[config.mk]
export PLATFORM = sky130hd
export DESIGN_NAME = compute_watchdog
export DESIGN_NICKNAME = d
export VERILOG_FILES = /design/src/rtl/compute_watchdog.sv
export SDC_FILE = /design/constraint.sdc
export NUM_CORES = 1
export LEC_CHECK = 0
export BUFFER_PORTS_ARGS = -buffer_cell sky130_fd_sc_hd__buf_2
export CAP_MARGIN = 5
export CORE_UTILIZATION = 43
export DETAILED_ROUTE_END_ITERATION = 7
export GPL_ROUTABILITY_DRIVEN = 1
export GPL_TIMING_DRIVEN = 0
export PLACE_DENSITY = 0.78
export SLEW_MARGIN = 20
export SYNTH_ARGS = -nofsm -noshare
export SYNTH_HDL_FRONTEND = slang
export SYNTH_SLANG_ARGS = --single-unit
[constraint.sdc]
create_clock -name clk -period 1.65 [get_ports clk]
set_input_delay 0.165 -clock clk [delete_from_list [all_inputs] [get_ports clk]]
set_output_delay 0.165 -clock clk [all_outputs]
set_load 0.005 [all_outputs]
[src/rtl/compute_watchdog.sv]
// -----------------------------------------------------------------------------
// compute_watchdog
//
// Supervises one matrix-computation operation at a time. An accepted request
// launches the compute engine and the downstream countdown timer together.
// The block then waits for the engine's completion or the timer's expiry. It
// reports the outcome in `status`, and on a final expiry it pulses `abort` and
// bumps a saturating error counter.
//
// Optional feature (compile-time macro WDG_RETRY_EN):
//   defined   - the first valid timeout of an operation restarts the engine and
//               the timer once, and only a second timeout is final.
//   undefined - the first valid timeout is final.
//
// Ports:
//   clk           in   system clock
//   rst           in   synchronous active-high reset
//   op_req        in   start request (level, held until op_ack)
//   op_duration   in   timeout for this request, sampled with op_req (0 = default)
//   op_ack        out  one-cycle accept pulse
//   op_start      out  one-cycle start pulse to the compute engine
//   op_done       in   completion pulse from the compute engine
//   tmr_start     out  one-cycle start pulse to the countdown timer
//   tmr_duration  out  registered duration for the countdown timer
//   tmr_timeout   in   countdown timer expiry level
//   abort         out  one-cycle pulse on a final timeout
//   busy          out  high from accept until the outcome has been recorded
//   status        out  last outcome: 00 none, 01 done OK, 10 timed out
//   err_cnt       out  saturating count of final timeouts
// -----------------------------------------------------------------------------
module compute_watchdog #(
    parameter int unsigned        DUR_W            = 16,
    parameter logic [DUR_W-1:0]   DEFAULT_DURATION = DUR_W'(10),
    parameter int unsigned        ERR_W            = 8
) (
    input  logic             clk,
    input  logic             rst,
    input  logic             op_req,
    input  logic [DUR_W-1:0] op_duration,
    output logic             op_ack,
    output logic             op_start,
    input  logic             op_done,
    output logic             tmr_start,
    output logic [DUR_W-1:0] tmr_duration,
    input  logic             tmr_timeout,
    output logic             abort,
    output logic             busy,
    output logic [1:0]       status,
    output logic [ERR_W-1:0] err_cnt
);

    typedef enum logic [1:0] {
        IDLE   = 2'd0,
        ARM    = 2'd1,
        RUN    = 2'd2,
        FINISH = 2'd3
    } state_t;

    localparam logic [1:0]       STATUS_NONE    = 2'b00;
    localparam logic [1:0]       STATUS_OK      = 2'b01;
    localparam logic [1:0]       STATUS_TIMEOUT = 2'b10;
    localparam logic [ERR_W-1:0] ERR_MAX        = '1;

    state_t state;

    // Stale-level guard: a timeout only counts once the timer has been seen
    // low after its most recent start, so a level left high by an earlier
    // countdown cannot end the new operation.
    logic armed;

    logic valid_timeout;
    logic final_timeout;

    assign valid_timeout = tmr_timeout && armed;

`ifdef WDG_RETRY_EN
    // Set once the single restart of the current operation has been used.
    logic retried;
    logic retry_now;

    // Completion in the same cycle always wins over any timeout.
    assign retry_now     = valid_timeout && !op_done && !retried;
    assign final_timeout = valid_timeout && !op_done &&  retried;
`else
    // Completion in the same cycle always wins over any timeout.
    assign final_timeout = valid_timeout && !op_done;
`endif

    always_ff @(posedge clk) begin
        if (rst) begin
            state        <= IDLE;
            armed        <= 1'b0;
            op_ack       <= 1'b0;
            op_start     <= 1'b0;
            tmr_start    <= 1'b0;
            abort        <= 1'b0;
            busy         <= 1'b0;
            tmr_duration <= '0;
            status       <= STATUS_NONE;
            err_cnt      <= '0;
`ifdef WDG_RETRY_EN
            retried      <= 1'b0;
`endif
        end else begin
            // NOTE: every pulse output is driven low first and raised below only
            // in the cycle it must appear; with non-blocking assignments the
            // last assignment in this block wins, so no output can stick high.
            op_ack    <= 1'b0;
            op_start  <= 1'b0;
            tmr_start <= 1'b0;
            abort     <= 1'b0;

            unique case (state)
                IDLE: begin
                    if (op_req) begin
                        tmr_duration <= (op_duration == '0) ? DEFAULT_DURATION
                                                            : op_duration;
                        op_ack       <= 1'b1;
                        op_start     <= 1'b1;
                        tmr_start    <= 1'b1;
                        busy         <= 1'b1;
`ifdef WDG_RETRY_EN
                        retried      <= 1'b0;
`endif
                        state        <= ARM;
                    end
                end

                ARM: begin
                    armed <= 1'b0;
                    state <= RUN;
                end

                RUN: begin
                    if (!tmr_timeout) begin
                        armed <= 1'b1;
                    end

                    if (op_done) begin
                        status <= STATUS_OK;
                        state  <= FINISH;
                    end else if (final_timeout) begin
                        abort  <= 1'b1;
                        status <= STATUS_TIMEOUT;
                        if (err_cnt != ERR_MAX) begin
                            err_cnt <= err_cnt + 1'b1;
                        end
                        state  <= FINISH;
                    end
`ifdef WDG_RETRY_EN
                    else if (retry_now) begin
                        // Restart engine and timer with the same duration;
                        // the timer must be seen low again before the next
                        // timeout counts.
                        op_start  <= 1'b1;
                        tmr_start <= 1'b1;
                        armed     <= 1'b0;
                        retried   <= 1'b1;
                    end
`endif
                end

                FINISH: begin
                    busy  <= 1'b0;
                    state <= IDLE;
                end

                default: state <= IDLE;
            endcase
        end
    end

endmodule

# [Word-level counts from Yosys, hierarchy flattened]
# Cells that the tools add are included.
[classes] add_sub_neg=1 eq_ne=7 mux=13 bitwise=3 n_reduce_logical=16
[op_table] op="$logic_not A16 Y1" count=1
[op_table] op="$mux W16" count=1
[op_table] op="$mux W2" count=5
[op_table] op="$reduce_and A2 Y1" count=5
[op_table] op="$add A8 B1 Y8 const B" count=1
[op_table] op="$ne A8 B8 Y1 const B" count=1
[op_table] op="$pmux W2 S4" count=1
[op_table] op="$reduce_bool A2 Y1" count=3
[op_table] op="$eq A2 B2 Y1 const B" count=2
[op_table] op="$mux W1" count=4
[op_table] op="$ne A2 B2 Y1 const B" count=2
[op_table] op="$pmux W1 S2" count=2
[op_table] op="$reduce_and A4 Y1" count=1
[op_table] op="$ne A3 B3 Y1 const B" count=1
[op_table] op="$not A1 Y1" count=3
[op_table] op="$reduce_or A3 Y1" count=1
[op_table] op="$eq A2 B1 Y1 const B" count=1
[op_table] op="$logic_and A1 B1 Y1" count=2
[op_table] op="$logic_not A2 Y1" count=1
[op_table] op="$reduce_or A2 Y1" count=1
[op_table] op="$logic_not A1 Y1" count=1
[totals] ff_bits=32 inputBits=21 out_inout_bits=31 word_cells=48

# [Longest topological paths before layout]
[depth] word_depth=5 mapped_depth=7 mapped_depth_nobuf=6

# [Least setup slack after synthesis]
# Ideal clock, no wire load.
[synth_path] path_type="reg2reg" start="register state[0]" end="register err_cnt[7]" setup_time_ns=0.069 arrival_ns=1.600 t_required_ns=1.581 setup_slack_ns=-0.019 stages_incl_launch_ff=8 n_path_buf=1 period_less_slack_ns=1.669 path_cell_list="dfxtp_1 inv_1 ha_1 and4b_1 buf_4 o211ai_4 or4_1 o21ai_1"
[synth_via] elab_chain_len=2
[synth_rtl] item="from (decl)" line_no="64" source="state_t state;"
[synth_rtl] item="from (signal assigned)" line_no="91" source="state <= IDLE;"
[synth_rtl] item="from (signal assigned)" line_no="125" source="state <= ARM;"
[synth_rtl] item="from (signal assigned)" line_no="131" source="state <= RUN;"
[synth_rtl] item="$eq A2 B2 Y1" line_no="113" source="unique case (state)"
[synth_rtl] item="$reduce_and A4 Y1 (no line)"
[synth_rtl] item="to (signal assigned)" line_no="146" source="err_cnt <= err_cnt + 1'b1;"
[synth_rtl] item="to (decl)" line_no="49" source="output logic [ERR_W-1:0] err_cnt"
# No other way between the ends.
# A chain may end at the register's enable or synchronous reset.

# [Final worst setup path]
# Ends and elaborated chain as after synthesis.

==> impl_metrics.xml <==
<?xml version="1.0" encoding="UTF-8"?>
<metrics>
  <group name="floorplan">
    <metric name="num_rows" unit="">20</metric>
    <metric name="chipHeight" unit="um">58.2</metric>
    <metric name="io_pins" unit="">52</metric>
    <metric name="die_area" unit="sq um">3390</metric>
    <metric name="die_width" unit="um">58.2</metric>
    <metric name="coreArea" unit="sq um">3030</metric>
    <metric name="starting_density_of_the_core" unit="%">44.9</metric>
  </group>
  <group name="grt">
    <metric name="first_global_vias" unit="">1058</metric>
    <metric name="grtUsageTotal" unit="%">18.2</metric>
    <metric name="overflow" unit="">0</metric>
    <metric name="wire_length_of_the_first_global_routing_pass" unit="um">4640</metric>
    <metric name="grt_start_max_net_pins" unit="">11</metric>
    <metric name="antenna_found_initial" unit="">0</metric>
  </group>
  <group name="setup_path">
    <metric name="worstPathMaxFanout" unit="">6</metric>
    <metric name="crit-reg2reg-capture" unit="">err_cnt[7]</metric>
    <metric name="r2r_start" unit="">state[0]</metric>
    <metric name="crit_type" unit="">reg2reg</metric>
    <metric name="worst-r2r-setup-slack" unit="ns">0.08</metric>
    <metric name="critical-path-max-stage-delay" unit="ns">0.46</metric>
    <metric name="critical_path.n_buffers_inverters" unit="">2</metric>
    <metric name="worst_ep_required_time" unit="ns">1.93</metric>
    <metric name="path_delay_family" unit="">simple AND/OR/NAND/NOR gates</metric>
    <metric name="reg2reg_depth" unit="">7</metric>
    <metric name="crit_path_cell_trace" unit="">inv_4, ha_4, and4b_1, buf_6, o211ai_4, or4_1, o21ai_1</metric>
    <metric name="worst_setup_path_start_kind" unit="">register</metric>
    <metric name="cp.arrival" unit="ns">1.85</metric>
    <metric name="cp_slowest_cell" unit="">sky130_fd_sc_hd__or4_1</metric>
    <metric name="end_kind" unit="">register</metric>
  </group>
  <group name="power">
    <metric name="power-per-cell-area" unit="nW/um^2">1190</metric>
    <metric name="comb_power_share" unit="%">27.5</metric>
    <metric name="finalPower" unit="mW">2.12</metric>
    <metric name="power.share.clock" unit="%">27.3</metric>
    <metric name="worst_ir_drop_vdd" unit="V">0.000604</metric>
    <metric name="internal_power" unit="mW">1.46</metric>
    <metric name="power_switching" unit="mW">0.662</metric>
    <metric name="share_seq_of_total_power" unit="%">45.1</metric>
    <metric name="p_leak" unit="nW">0.841</metric>
    <metric name="sw_frac_of_total" unit="%">31.2</metric>
  </group>
  <group name="sta">
    <metric name="maximum_operating_frequency" unit="MHz">637</metric>
    <metric name="fin_crit_sh" unit="%">95.1</metric>
    <metric name="final-hold-violation-count" unit="">0</metric>
    <metric name="finalSetupViolCount" unit="">0</metric>
    <metric name="finalSetupTns" unit="ns">0</metric>
    <metric name="finClkSkew" unit="ns">0.0104</metric>
    <metric name="timing.slew.headroom" unit="%">69.7</metric>
    <metric name="timing.final.max_slew_violations" unit="">0</metric>
    <metric name="max_slew.worst_pin.slew" unit="ns">0.454</metric>
    <metric name="grt_setup_unrepaired" unit="">no</metric>
    <metric name="post-route-min-period" unit="ns">1.57</metric>
    <metric name="worst_slack" unit="ns">0.0806</metric>
  </group>
  <group name="final_layout">
    <metric name="layout.nets" unit="">246</metric>
    <metric name="area.growth.synth_to_final" unit="%">31.7</metric>
    <metric name="drive_above_1_share" unit="%">32.7</metric>
    <metric name="final_common_cell" unit="">sky130_fd_sc_hd__buf_2</metric>
    <metric name="layout_common_cells" unit="">sky130_fd_sc_hd__buf_2, sky130_fd_sc_hd__nand2_1, sky130_fd_sc_hd__dfxtp_1</metric>
    <metric name="antenna_cells_inserted" unit="">0</metric>
    <metric name="filler_cell_count_in_the_final_layout" unit="">295</metric>
    <metric name="final_util" unit="%">59.2</metric>
  </group>
  <group name="synthesis">
    <metric name="post_synth_inst_count" unit="">160</metric>
    <metric name="synth_fp_nets" unit="">187</metric>
    <metric name="synth.distinct_cells" unit="">30</metric>
    <metric name="post_synthesis_cell_area" unit="sq um">1360</metric>
    <metric name="postSynthRegisterBits" unit="">32</metric>
    <metric name="synth_warnings" unit="">0</metric>
    <metric name="seq_area_frac_synth" unit="%">47.1</metric>
    <metric name="postSynthAreaPerCell" unit="sq um">8.50</metric>
  </group>
  <group name="placement">
    <metric name="place_congestion" unit="">0.826</metric>
    <metric name="dp_hpwl" unit="um">2080</metric>
    <metric name="preCtsSetupSlack" unit="ns">-0.109</metric>
    <metric name="numPortBuffers" unit="">51</metric>
  </group>
  <group name="drt">
    <metric name="route.detailed.wl_per_inst" unit="um">11.0</metric>
    <metric name="finalWirelength" unit="um">2910</metric>
    <metric name="routed-via-count" unit="">1261</metric>
    <metric name="drt-initial-drc-count" unit="">61</metric>
    <metric name="drtAntennaViolNets" unit="">0</metric>
    <metric name="drt_pass1_iterations" unit="">6</metric>
    <metric name="vias_per_cell" unit="">4.78</metric>
    <metric name="detail_route.drc_violations" unit="">1</metric>
  </group>
  <group name="run_status">
    <metric name="outcome" unit="">complete, but fails checks</metric>
    <metric name="failed_checks" unit="">design-rule violations</metric>
  </group>
  <group name="flow_run">
    <metric name="max-cap-violations" unit="">0</metric>
  </group>
  <group name="clocking">
    <metric name="cts_buffers" unit="">5</metric>
    <metric name="clock_tree.htree_level_count" unit="">2</metric>
    <metric name="cts-root-buf" unit="">sky130_fd_sc_hd__clkbuf_4</metric>
    <metric name="clock_tree_buf_depth" unit="">2</metric>
    <metric name="clkLatencyLatePin" unit="ns">0.34</metric>
    <metric name="tritoncts_num_sinks" unit="">32</metric>
    <metric name="tritoncts" unit="">yes</metric>
    <metric name="clk_pin_slew_worst_paths" unit="ns">0.10</metric>
  </group>
  <group name="hold_path">
    <metric name="hold_path_depth" unit="">2</metric>
    <metric name="timing.hold.worst_endpoint" unit="">abort</metric>
    <metric name="worst_hold_startpoint" unit="">rst</metric>
    <metric name="hold_path_class" unit="">in2reg</metric>
  </group>
</metrics>
## registers in the layout, indices dropped and copies added (netlist names)
register      flops
status            2
armed             1
busy              1
tmr_duration     16
err_cnt           8
abort             1
tmr_start         1
state             2
## synthesized netlist by cell type
master	n	area [sq um]
sky130_fd_sc_hd__a21oi_1	16	80.1
sky130_fd_sc_hd__nand2_1	32	120
sky130_fd_sc_hd__nand4_1	1	6.26
sky130_fd_sc_hd__xor2_1	5	43.8
sky130_fd_sc_hd__a22oi_1	1	7.51
sky130_fd_sc_hd__buf_4	3	22.5
sky130_fd_sc_hd__nor2b_1	2	12.5
sky130_fd_sc_hd__a221oi_1	1	8.76
sky130_fd_sc_hd__a211oi_1	2	15.0
sky130_fd_sc_hd__nor2_1	14	52.6
sky130_fd_sc_hd__mux2i_1	3	30.0
sky130_fd_sc_hd__ha_1	6	75.1
sky130_fd_sc_hd__dfxtp_1	32	641
sky130_fd_sc_hd__clkbuf_1	6	22.5
sky130_fd_sc_hd__and4b_1	1	10.0
sky130_fd_sc_hd__o211ai_4	1	21.3
sky130_fd_sc_hd__nor4_1	4	25.0
sky130_fd_sc_hd__or4_1	1	7.51
sky130_fd_sc_hd__and3_1	2	12.5
sky130_fd_sc_hd__a41oi_1	1	8.76
sky130_fd_sc_hd__o21ai_0	2	10.0
sky130_fd_sc_hd__nand2b_1	3	18.8
sky130_fd_sc_hd__o21ai_1	2	10.0
sky130_fd_sc_hd__o211ai_1	1	7.51
sky130_fd_sc_hd__o2111ai_1	2	17.5
sky130_fd_sc_hd__nor3_1	2	10.0
sky130_fd_sc_hd__and2_1	2	12.5
sky130_fd_sc_hd__a31oi_1	1	6.26
sky130_fd_sc_hd__inv_1	8	30.0
sky130_fd_sc_hd__nand3_1	3	15.0
## layer usage
layer / vias to the layer above / wire [um] / track usage (%)
li1: 661 / - / -
met2: 34 / 1380 / 27.3
met1: 561 / 1350 / 23.5
met3: 5 / 135 / 5.80
met4: 0 / 53 / 9.52
met5: - / 0 / 0
## per-stage QoR
step	cell area, sq um	hold WS [ns]	instances
floorplan	1360	0.237	160
global placement	1670	0.390	255
detailed placement	1670	0.402	255
CTS	1770	0.0308	264
global route	1790	0.0445	264
finish	1790	0.0480	264
## cell families (layout without fill, tap and decap cells)
| kind of cell | Yosys count | count (layout) | synth area share (%) |
|---|---|---|---|
| XOR/XNOR | 5 | 5 | 3.22 |
| adder cells (fa/ha/maj) | 6 | 6 | 5.52 |
| buffers and inverters | 17 | 77 | 5.52 |
| multiplexers | 3 | 3 | 2.21 |
| AO/OA/AOI/OAI | 30 | 30 | 14.2 |
| flip-flops | 32 | 32 | 47.1 |
| AND/OR/NAND/NOR | 67 | 67 | 22.3 |
## worst max path at each step
stage,from,end,cells past startpoint
floorplan,state[0],err_cnt[7],7
finish,state[0],err_cnt[7],7
global route,err_cnt[0],err_cnt[0],5
detailed placement,state[0],err_cnt[7],7
global placement,state[0],err_cnt[7],7
CTS,state[1],tmr_duration[5],6
## what timing repair did
item,CTS,global route
resized for setup,4,9
cloned,0,0
pin swaps,0,1
buffers inserted,1,1
hold buffers,0,0
endpoints found under the setup margin,12,13
## worst register-to-register path: stages, from the launching register on
cell and delay (ns):
sky130_fd_sc_hd__dfxtp_4 0.38, sky130_fd_sc_hd__inv_4 0.07, sky130_fd_sc_hd__ha_4 0.13, sky130_fd_sc_hd__and4b_1 0.19
sky130_fd_sc_hd__buf_6 0.12, sky130_fd_sc_hd__o211ai_4 0.07, sky130_fd_sc_hd__or4_1 0.46, sky130_fd_sc_hd__o21ai_1 0.08
## cell type report
class	count	area, sq um	area share [%]
multi-input cells	111	664	37.1
inverters	8	32.5	1.82
plain buffers	8	47.5	2.65
clock inverters	2	35.0	1.96
well taps	44	55.1	3.07
clock buffers	6	41.3	2.30
flip-flops and latches	32	646	36.0
repair buffers	53	270	15.1
## power groups by stage
stage	registers [mW]	logic, mW	clock network [mW]
after floorplan	0.962	0.338	0
after global placement	0.955	0.530	0
after detailed placement	0.960	0.545	0
after CTS	0.950	0.577	0.595
after global routing	0.971	0.672	0.625
final	0.959	0.585	0.581
Note: power is estimated with default switching activity, not from simulation.
